[src/rtl/vc_switch_arbiter_if.sv]
// vc_switch_arbiter_if: flit status, handshake and credit bundle between VC buffers, arbiter and switch
// Signals: vcX_valid/head/tail, out_ready, credit_in[1:0] toward the arbiter;
//          selected_vc[1:0], xfer, busy, credit0/credit1[3:0] from the arbiter.
interface vc_switch_arbiter_if;
  logic vc0_valid, vc0_head, vc0_tail;
  logic vc1_valid, vc1_head, vc1_tail;
  logic out_ready;
  logic [1:0] credit_in;
  logic [1:0] selected_vc;
  logic xfer, busy;
  logic [3:0] credit0, credit1;
  modport master (
    output vc0_valid, vc0_head, vc0_tail, vc1_valid, vc1_head, vc1_tail, out_ready, credit_in,
    input selected_vc, xfer, busy, credit0, credit1
  );
  modport slave (
    input vc0_valid, vc0_head, vc0_tail, vc1_valid, vc1_head, vc1_tail, out_ready, credit_in,
    output selected_vc, xfer, busy, credit0, credit1
  );
endinterface

[src/rtl/vc_switch_arbiter.sv]
// vc_switch_arbiter: two-VC packet-locked round-robin switch arbiter with optional downstream credits
// Ports: clk; reset_n (async assert, active-low); bus (vc_switch_arbiter_if.slave).
// Define VC_ARB_CREDIT_EN to compile in the per-VC credit counters; otherwise credits read 0 and never gate.
module vc_switch_arbiter #(
  parameter int CREDITS = 4
) (
  input logic clk,
  input logic reset_n,
  vc_switch_arbiter_if.slave bus
);
  localparam logic [1:0] IDLE = 2'd0, LOCK0 = 2'd1, LOCK1 = 2'd2;
  logic [1:0] state, state_nx;
  logic prio, ok0, ok1, req0, req1, tail;
`ifdef VC_ARB_CREDIT_EN
  localparam logic [3:0] MAX = 4'(CREDITS);
  logic [3:0] c0, c1;
  logic x0, x1;
  assign ok0 = c0 != '0;
  assign ok1 = c1 != '0;
  assign x0 = bus.xfer & (state == LOCK0);
  assign x1 = bus.xfer & (state == LOCK1);
  // A send and a returned credit in the same cycle cancel, even at full count
  always_ff @(posedge clk or negedge reset_n)
    if (!reset_n) begin
      c0 <= MAX;
      c1 <= MAX;
    end else begin
      c0 <= (x0 & ~bus.credit_in[0]) ? c0 - 4'd1 : (~x0 & bus.credit_in[0] & (c0 != MAX)) ? c0 + 4'd1 : c0;
      c1 <= (x1 & ~bus.credit_in[1]) ? c1 - 4'd1 : (~x1 & bus.credit_in[1] & (c1 != MAX)) ? c1 + 4'd1 : c1;
    end
  assign bus.credit0 = c0;
  assign bus.credit1 = c1;
`else
  logic unused_credit;
  assign unused_credit = ^{bus.credit_in, 4'(CREDITS)};
  assign ok0 = 1'b1;
  assign ok1 = 1'b1;
  assign bus.credit0 = '0;
  assign bus.credit1 = '0;
`endif
  assign req0 = bus.vc0_valid & bus.vc0_head & ok0;
  assign req1 = bus.vc1_valid & bus.vc1_head & ok1;
  assign bus.xfer = (state == LOCK0) ? bus.vc0_valid & bus.out_ready & ok0 :
                    (state == LOCK1) ? bus.vc1_valid & bus.out_ready & ok1 : 1'b0;
  assign tail = (state == LOCK0) ? bus.vc0_tail : bus.vc1_tail;
  assign bus.selected_vc = (state == LOCK0) ? 2'b00 : (state == LOCK1) ? 2'b01 : 2'b11;
  assign bus.busy = state != IDLE;
  // Heads seen while locked are plain data; only a transferred tail releases the switch
  always_comb
    state_nx = (state == IDLE) ? ((req0 & (~req1 | ~prio)) ? LOCK0 : req1 ? LOCK1 : IDLE) :
               (bus.xfer & tail) ? IDLE : state;
  always_ff @(posedge clk or negedge reset_n)
    if (!reset_n) begin
      state <= IDLE;
      prio <= 1'b0;
    end else begin
      state <= state_nx;
      if (bus.xfer & tail) prio <= state == LOCK0;
    end
endmodule
[src/flat_wrapper.sv]
// flat-port wrapper written by rule: the top's interface ports become plain ports
module vc_switch_arbiter_flat 
#(
  parameter int CREDITS = 4
)
  (clk, reset_n, bus_vc0_valid, bus_vc0_head, bus_vc0_tail, bus_vc1_valid, bus_vc1_head, bus_vc1_tail, bus_out_ready, bus_credit_in, bus_selected_vc, bus_xfer, bus_busy, bus_credit0, bus_credit1);
  vc_switch_arbiter_if bus_i ();
  input logic clk;
  input logic reset_n;
  input wire logic [$bits(bus_i.vc0_valid)-1:0] bus_vc0_valid;
  input wire logic [$bits(bus_i.vc0_head)-1:0] bus_vc0_head;
  input wire logic [$bits(bus_i.vc0_tail)-1:0] bus_vc0_tail;
  input wire logic [$bits(bus_i.vc1_valid)-1:0] bus_vc1_valid;
  input wire logic [$bits(bus_i.vc1_head)-1:0] bus_vc1_head;
  input wire logic [$bits(bus_i.vc1_tail)-1:0] bus_vc1_tail;
  input wire logic [$bits(bus_i.out_ready)-1:0] bus_out_ready;
  input wire logic [$bits(bus_i.credit_in)-1:0] bus_credit_in;
  output wire logic [$bits(bus_i.selected_vc)-1:0] bus_selected_vc;
  output wire logic [$bits(bus_i.xfer)-1:0] bus_xfer;
  output wire logic [$bits(bus_i.busy)-1:0] bus_busy;
  output wire logic [$bits(bus_i.credit0)-1:0] bus_credit0;
  output wire logic [$bits(bus_i.credit1)-1:0] bus_credit1;
  assign bus_i.vc0_valid = bus_vc0_valid;
  assign bus_i.vc0_head = bus_vc0_head;
  assign bus_i.vc0_tail = bus_vc0_tail;
  assign bus_i.vc1_valid = bus_vc1_valid;
  assign bus_i.vc1_head = bus_vc1_head;
  assign bus_i.vc1_tail = bus_vc1_tail;
  assign bus_i.out_ready = bus_out_ready;
  assign bus_i.credit_in = bus_credit_in;
  assign bus_selected_vc = bus_i.selected_vc;
  assign bus_xfer = bus_i.xfer;
  assign bus_busy = bus_i.busy;
  assign bus_credit0 = bus_i.credit0;
  assign bus_credit1 = bus_i.credit1;
  vc_switch_arbiter #(.CREDITS(CREDITS)) u_core (.clk(clk), .reset_n(reset_n), .bus(bus_i));
endmodule
[config.mk]
export PLATFORM = sky130hd
export DESIGN_NAME = vc_switch_arbiter_flat
export DESIGN_NICKNAME = d
export VERILOG_FILES = /design/src/rtl/vc_switch_arbiter_if.sv /design/src/rtl/vc_switch_arbiter.sv /design/src/flat_wrapper.sv
export SDC_FILE = /design/constraint.sdc
export NUM_CORES = 1
export LEC_CHECK = 0
export CAP_MARGIN = 20
export CELL_PAD_IN_SITES_DETAIL_PLACEMENT = 1
export CELL_PAD_IN_SITES_GLOBAL_PLACEMENT = 2
export CORE_MARGIN = 2
export CORE_UTILIZATION = 17
export CTS_CLUSTER_SIZE = 25
export DETAILED_ROUTE_END_ITERATION = 8
export GPL_ROUTABILITY_DRIVEN = 0
export MAX_ROUTING_LAYER = met4
export PLACE_DENSITY_LB_ADDON = 0.1
export SLEW_MARGIN = 20
export SYNTH_ARGS = -nofsm -noshare
export SYNTH_HDL_FRONTEND = slang
export SYNTH_SLANG_ARGS = --single-unit
[constraint.sdc]
create_clock -name clk -period 2.5 [get_ports clk]
set_input_delay 0.5 -clock clk [delete_from_list [all_inputs] [get_ports clk]]
set_output_delay 0.5 -clock clk [all_outputs]
set_load 0.01 [all_outputs]
==> results_dict.tcl, run 1 <==
set metrics [dict create \
    synthToLayoutAreaGrowth_pct 45.6 \
    detail-route-antenna-nets 0 \
    synthesis.area_um2 315 \
    cts_root_buf "clkbuf_4" \
    syn_area_per_cell_um2 8.76 \
    status "finished clean" \
    worst-setup-path-type "primary input to output port" \
    crit_path_start_kind "primary input" \
    setup_viol 0 \
    vias_per_cell 3.64 \
    synthMuxAreaShare 0.0317 \
    diodes 0 \
    fin_tns_setup_ps 0 \
    totalPowerFinal_uw 156 \
    grt_pass1_vias 287 \
    worst_path_max_delay_cell "clkdlybuf4s50_1" \
    chipHeight_um 47.1 \
    dr.pass1.iters 2 \
    worstPathCellList "clkdlybuf4s50_1 -> nand3_1 -> nand2_1 -> clkdlybuf4s50_1" \
    rsz0062_at_grt "false" \
    coreArea_um2 1730 \
    crit_family "buffers and inverters" \
    hold_viol_final 0 \
    synth-compound-area-share 0.194 \
    reg2reg_depth 5 \
    yosysWarnings 0 \
    path_clk_slew_ps 40 \
    fmax_mhz 424 \
    worstSkewPairLatency_ps 230 \
    cts_setup_buffers 0 \
    die_w_um 47.1 \
    clock_skew_ps 1.87 \
    cts_buffers 3 \
    cp-startpoint "bus_out_ready" \
    gr-usage-all-layers 0.0775 \
    std_cell_rows 15 \
    grt_max_degree 7 \
    final_cell_mix "clkdlybuf4s50_1 (12), conb_1 (8), inv_1 (6)" \
    drive_gt1_frac 0.0980 \
    r2r_slack_ps 1050 \
    synth-xor-area-share 0 \
    drc 0 \
    hold_buffers 0 \
    fin_util 0.266 \
    grt_antenna_before_repair 0 \
    cp_num_cells 4 \
    final_nets 66 \
    wl_per_cell_um 10.0 \
    synth_adder_area_share 0.119 \
    synthSimpleGateAreaFrac 0.143 \
    clock-sinks 3 \
    path_max_fanout 3 \
    crit_buf_inv 2 \
    cap_viol_max_count 0 \
    initialDrtViolationCount 1 \
    grt_pass1_wl_mm 1.14 \
    cts.repair.resized 0 \
    drv_slew 0 \
    placed_cells 72 \
    p_leak_uw 0.000205 \
    min-delay-path-class "primary input to asynchronous set/reset pin" \
    end_kind "output port" \
    slowest_delay_ps 550 \
    pin_count 23 \
    vdd_drop_max_mv 0.183 \
    rr_startpoint "u_core.state[1]" \
    yosysSeqAreaShare 0.238 \
    cts_tree "built" \
    endpoint "bus_xfer" \
    hold_slack_ps 451 \
    num_vias 277 \
    start_util 0.183 \
    crit_required_ps 2000 \
    final_common_cell "clkdlybuf4s50_1" \
    htree_num_levels 1 \
    period_share 0.943 \
    synthCells 36 \
    synth_cell_types 17 \
    synth_top_family_by_area "buffers and inverters" \
    cellPowerDensity_nw_per_um2 339 \
    die-area_um2 2220 \
    final_cell_count_no_fill 76 \
    crit_path_frequent_cell "clkdlybuf4s50_1" \
    grt_overflow_total 0 \
    r2r_end "u_core.state[0]" \
    arrival_ps 1860 \
    min_period_ps 2360 \
    drt_wl_total_um 762 \
    hpwl_um 663 \
    portBuffers 12 \
    ys_seq_elements 3 \
    cts.path.max_buffers 2 \
]
[per-stage QoR]
stage	cell area [um2]	worst slack, ps
after floorplan	342	1040
after global placement	433	159
after detailed placement	433	144
after CTS	459	138
after global routing	459	63.7
final	459	143
[sequential cells by signal (all words and copies together) (netlist names)]
name,count
u_core.prio,1
u_core.state,2
[synthesized netlist by cell type]
| master | instances | area share |
|---|---|---|
| o2111ai_1 | 1 | 0.028 |
| a21oi_1 | 1 | 0.016 |
| nand3_1 | 2 | 0.032 |
| nor2_1 | 1 | 0.012 |
| nand2_1 | 2 | 0.024 |
| a311o_1 | 1 | 0.032 |
| o31ai_1 | 2 | 0.048 |
| conb_1 | 1 | 0.012 |
| nand4b_4 | 1 | 0.075 |
| buf_4 | 8 | 0.19 |
| o2bb2ai_1 | 1 | 0.028 |
| o21ai_0 | 1 | 0.016 |
| dfrtp_1 | 3 | 0.24 |
| a21oi_2 | 1 | 0.028 |
| ha_1 | 3 | 0.12 |
| inv_1 | 6 | 0.071 |
| mux2i_1 | 1 | 0.032 |
[final cells by class]
cell class	instances	area (um2)
clock buffers	4	26.3
fillers	226	1270
inverters	6	22.5
multi-input cells	26	184
flip-flops and latches	3	75.1
well taps	25	31.3
repair buffers	12	120
[routing by layer]
| metal | up-vias | track usage | routed length (um) |
|---|---|---|---|
| li1 | 137 | - | - |
| met1 | 125 | 0.0853 | 336 |
| met2 | 15 | 0.129 | 346 |
| met3 | 0 | 0.0231 | 80 |
| met4 | 0 | 0.0333 | 0 |
| met5 | - | - | 0 |
[kinds of logic (layout without fill, tap and decap cells)]
family                     count (synthesis)  in the layout
adders and majority gates                  3              3
and+or+nand+nor                            6              6
muxes                                      1              1
other                                      1              8
DFF                                        3              3
AOI/OAI and AO/OA                          8              8
buffers and inverters                     14             22
[report_power, final]
part	leakage [uW]	internal [uW]	switching, uW	total (uW)
Clock	0.0000150	59.6	22.5	82.2
Combinational	0.000164	12.2	12.5	24.6
Sequential	0.0000262	48.9	0	48.9
Total	0.000205	121	35.0	156
[worst min-delay path by stage]
stage                           start              end  slack [ps]  cells after the start
after floorplan               reset_n      u_core.prio         200                      0
after global placement    u_core.prio      u_core.prio         580                      2
after detailed placement  u_core.prio      u_core.prio         580                      2
after CTS                     reset_n      u_core.prio         450                      1
after global routing          reset_n  u_core.state[1]         460                      1
final                         reset_n      u_core.prio         450                      1
No activity file was read; power rests on OpenSTA's default activity.
==> run 2: changes to the inputs <==
CTS_CLUSTER_SIZE = not set   (was 25)
==> results of run 2 <==
The final DEF is identical to that of run 1; final timing and power are the same.
==> patch (settings of run 2) <==
Add a define of `VC_ARB_CREDIT_EN`.
--- a/src/rtl/vc_switch_arbiter.sv
+++ b/src/rtl/vc_switch_arbiter.sv
@@ -3,2 +3,4 @@
 // Define VC_ARB_CREDIT_EN to compile in the per-VC credit counters; otherwise credits read 0 and never gate.
+`define VC_ARB_CREDIT_EN
+
 module vc_switch_arbiter #(
Formal check against the unedited RTL: not equivalent (a bounded check fails within 4 cycles, from zero or initial values and one cycle with reset_n low).
==> patch against run 2 <==
- routed wire length rose to 3.4 times the old value
- critical endpoint is now u_core.bus.credit1[2]$_DFFE_PN1P_
- sequential cell count up 8
- clock skew fell by 0.95 ps
- setup slack better by 20 ps
- sequential share of layout area rose by 5.0 points
- area after synthesis grew to 2.8 times the old value
- design area rose to 2.9 times the old value
Power is left out: it rests on default switching activity, and per cell area and clock period it moved more than threefold.
==> patch: results <==
[run_status]
run_status = "completed"

[synthesis]
ys_top_cells_by_count = "inv_1 (10), dfrtp_1 (9), ha_1 (6), mux2i_1 (6)"
yosys-top-cells-area = "dfrtp_1 (26%), ha_1 (8.6%), mux2i_1 (6.9%), dfstp_2 (6.0%), inv_1 (4.3%)"
seq_area_frac_synth_pct = 31.9
synth-compound-area-share_pct = 14.7
synth-async-reset-ratio_pct = 100
synth_xor_area_share_pct = 6.03
synthMuxAreaShare_pct = 11.2
yosys.area_share.adder_pct = 10.9

[placement]
place_ws_ps = -95.1
port_buffers = 22
post_dp_cell_area_sq_um = 1230

[detailed_routing]
drt-vias-per-instance = 4.18
dr.pass1.iters = 2
first_iter_violations = 14
wl_per_cell_um = 13.6

[layout]
nFillCells = 593
nNetsFinal = 140
area_growth_pct = 50.6
layout-drive-gt1-share_pct = 24.0

[min_path]
hold_class = "reg2reg"
hold_path_depth = 1

[clock_tree]
cts_buffer_depth = 2
cts.sinks = 11
clk_root_buffer_cell = "clkbuf_8"
cts_resized = 3
post_cts_buffers = 3

[worst_setup_path]
crit_path_max_fanout = 4
critPathArrivalTime_ps = 2500
rrSetupSlack_ps = 170
critPathLaunch = "bus_vc1_valid"
worst-r2r-cell-count = 8
cp_slowest_stage_delay_ps = 520
r2r_start = "u_core.bus.credit0[1]$_DFFE_PN0P_"

[grt]
grt_max_degree = 12
grt_use_total_pct = 10.7
grt_pass1_wl_um = 4370

[sta]
finalClockSkew_ps = 0.917
[patch: cell types whose count changed after synthesis, sizes merged, moves of 3 or more]
cell / run 2 / this run
mux2i: 1 / 6
xor2: 0 / 3
buf: 8 / 1
xnor2: 0 / 3
dfrtp: 3 / 9
ha: 3 / 6
inv: 6 / 10
mux2: 0 / 3
[patch: per-layer routing]
layer / share of wire (%) / GRT usage, % / up-vias
met5: 0 / - / -
met1: 44 / 12.5 / 399
li1: - / - / 389
met4: 0 / 1.17 / 0
met3: 3.0 / 3.17 / 0
met2: 53 / 18.8 / 11
[patch: stage by stage]
step,hold WS (ps),instances
after floorplan,204,86
after global placement,531,184
after detailed placement,526,184
after CTS,538,191
after global routing,559,191
final,528,191
[patch: layout make-up]
type | instances | share of cell area [%]
Inverter | 10 | 2.86
Multi-Input combinational cell | 62 | 41.8
Timing Repair Buffer | 34 | 23.9
Sequential cell | 11 | 21.4
Tap cell | 70 | 6.68
Clock buffer | 4 | 3.44
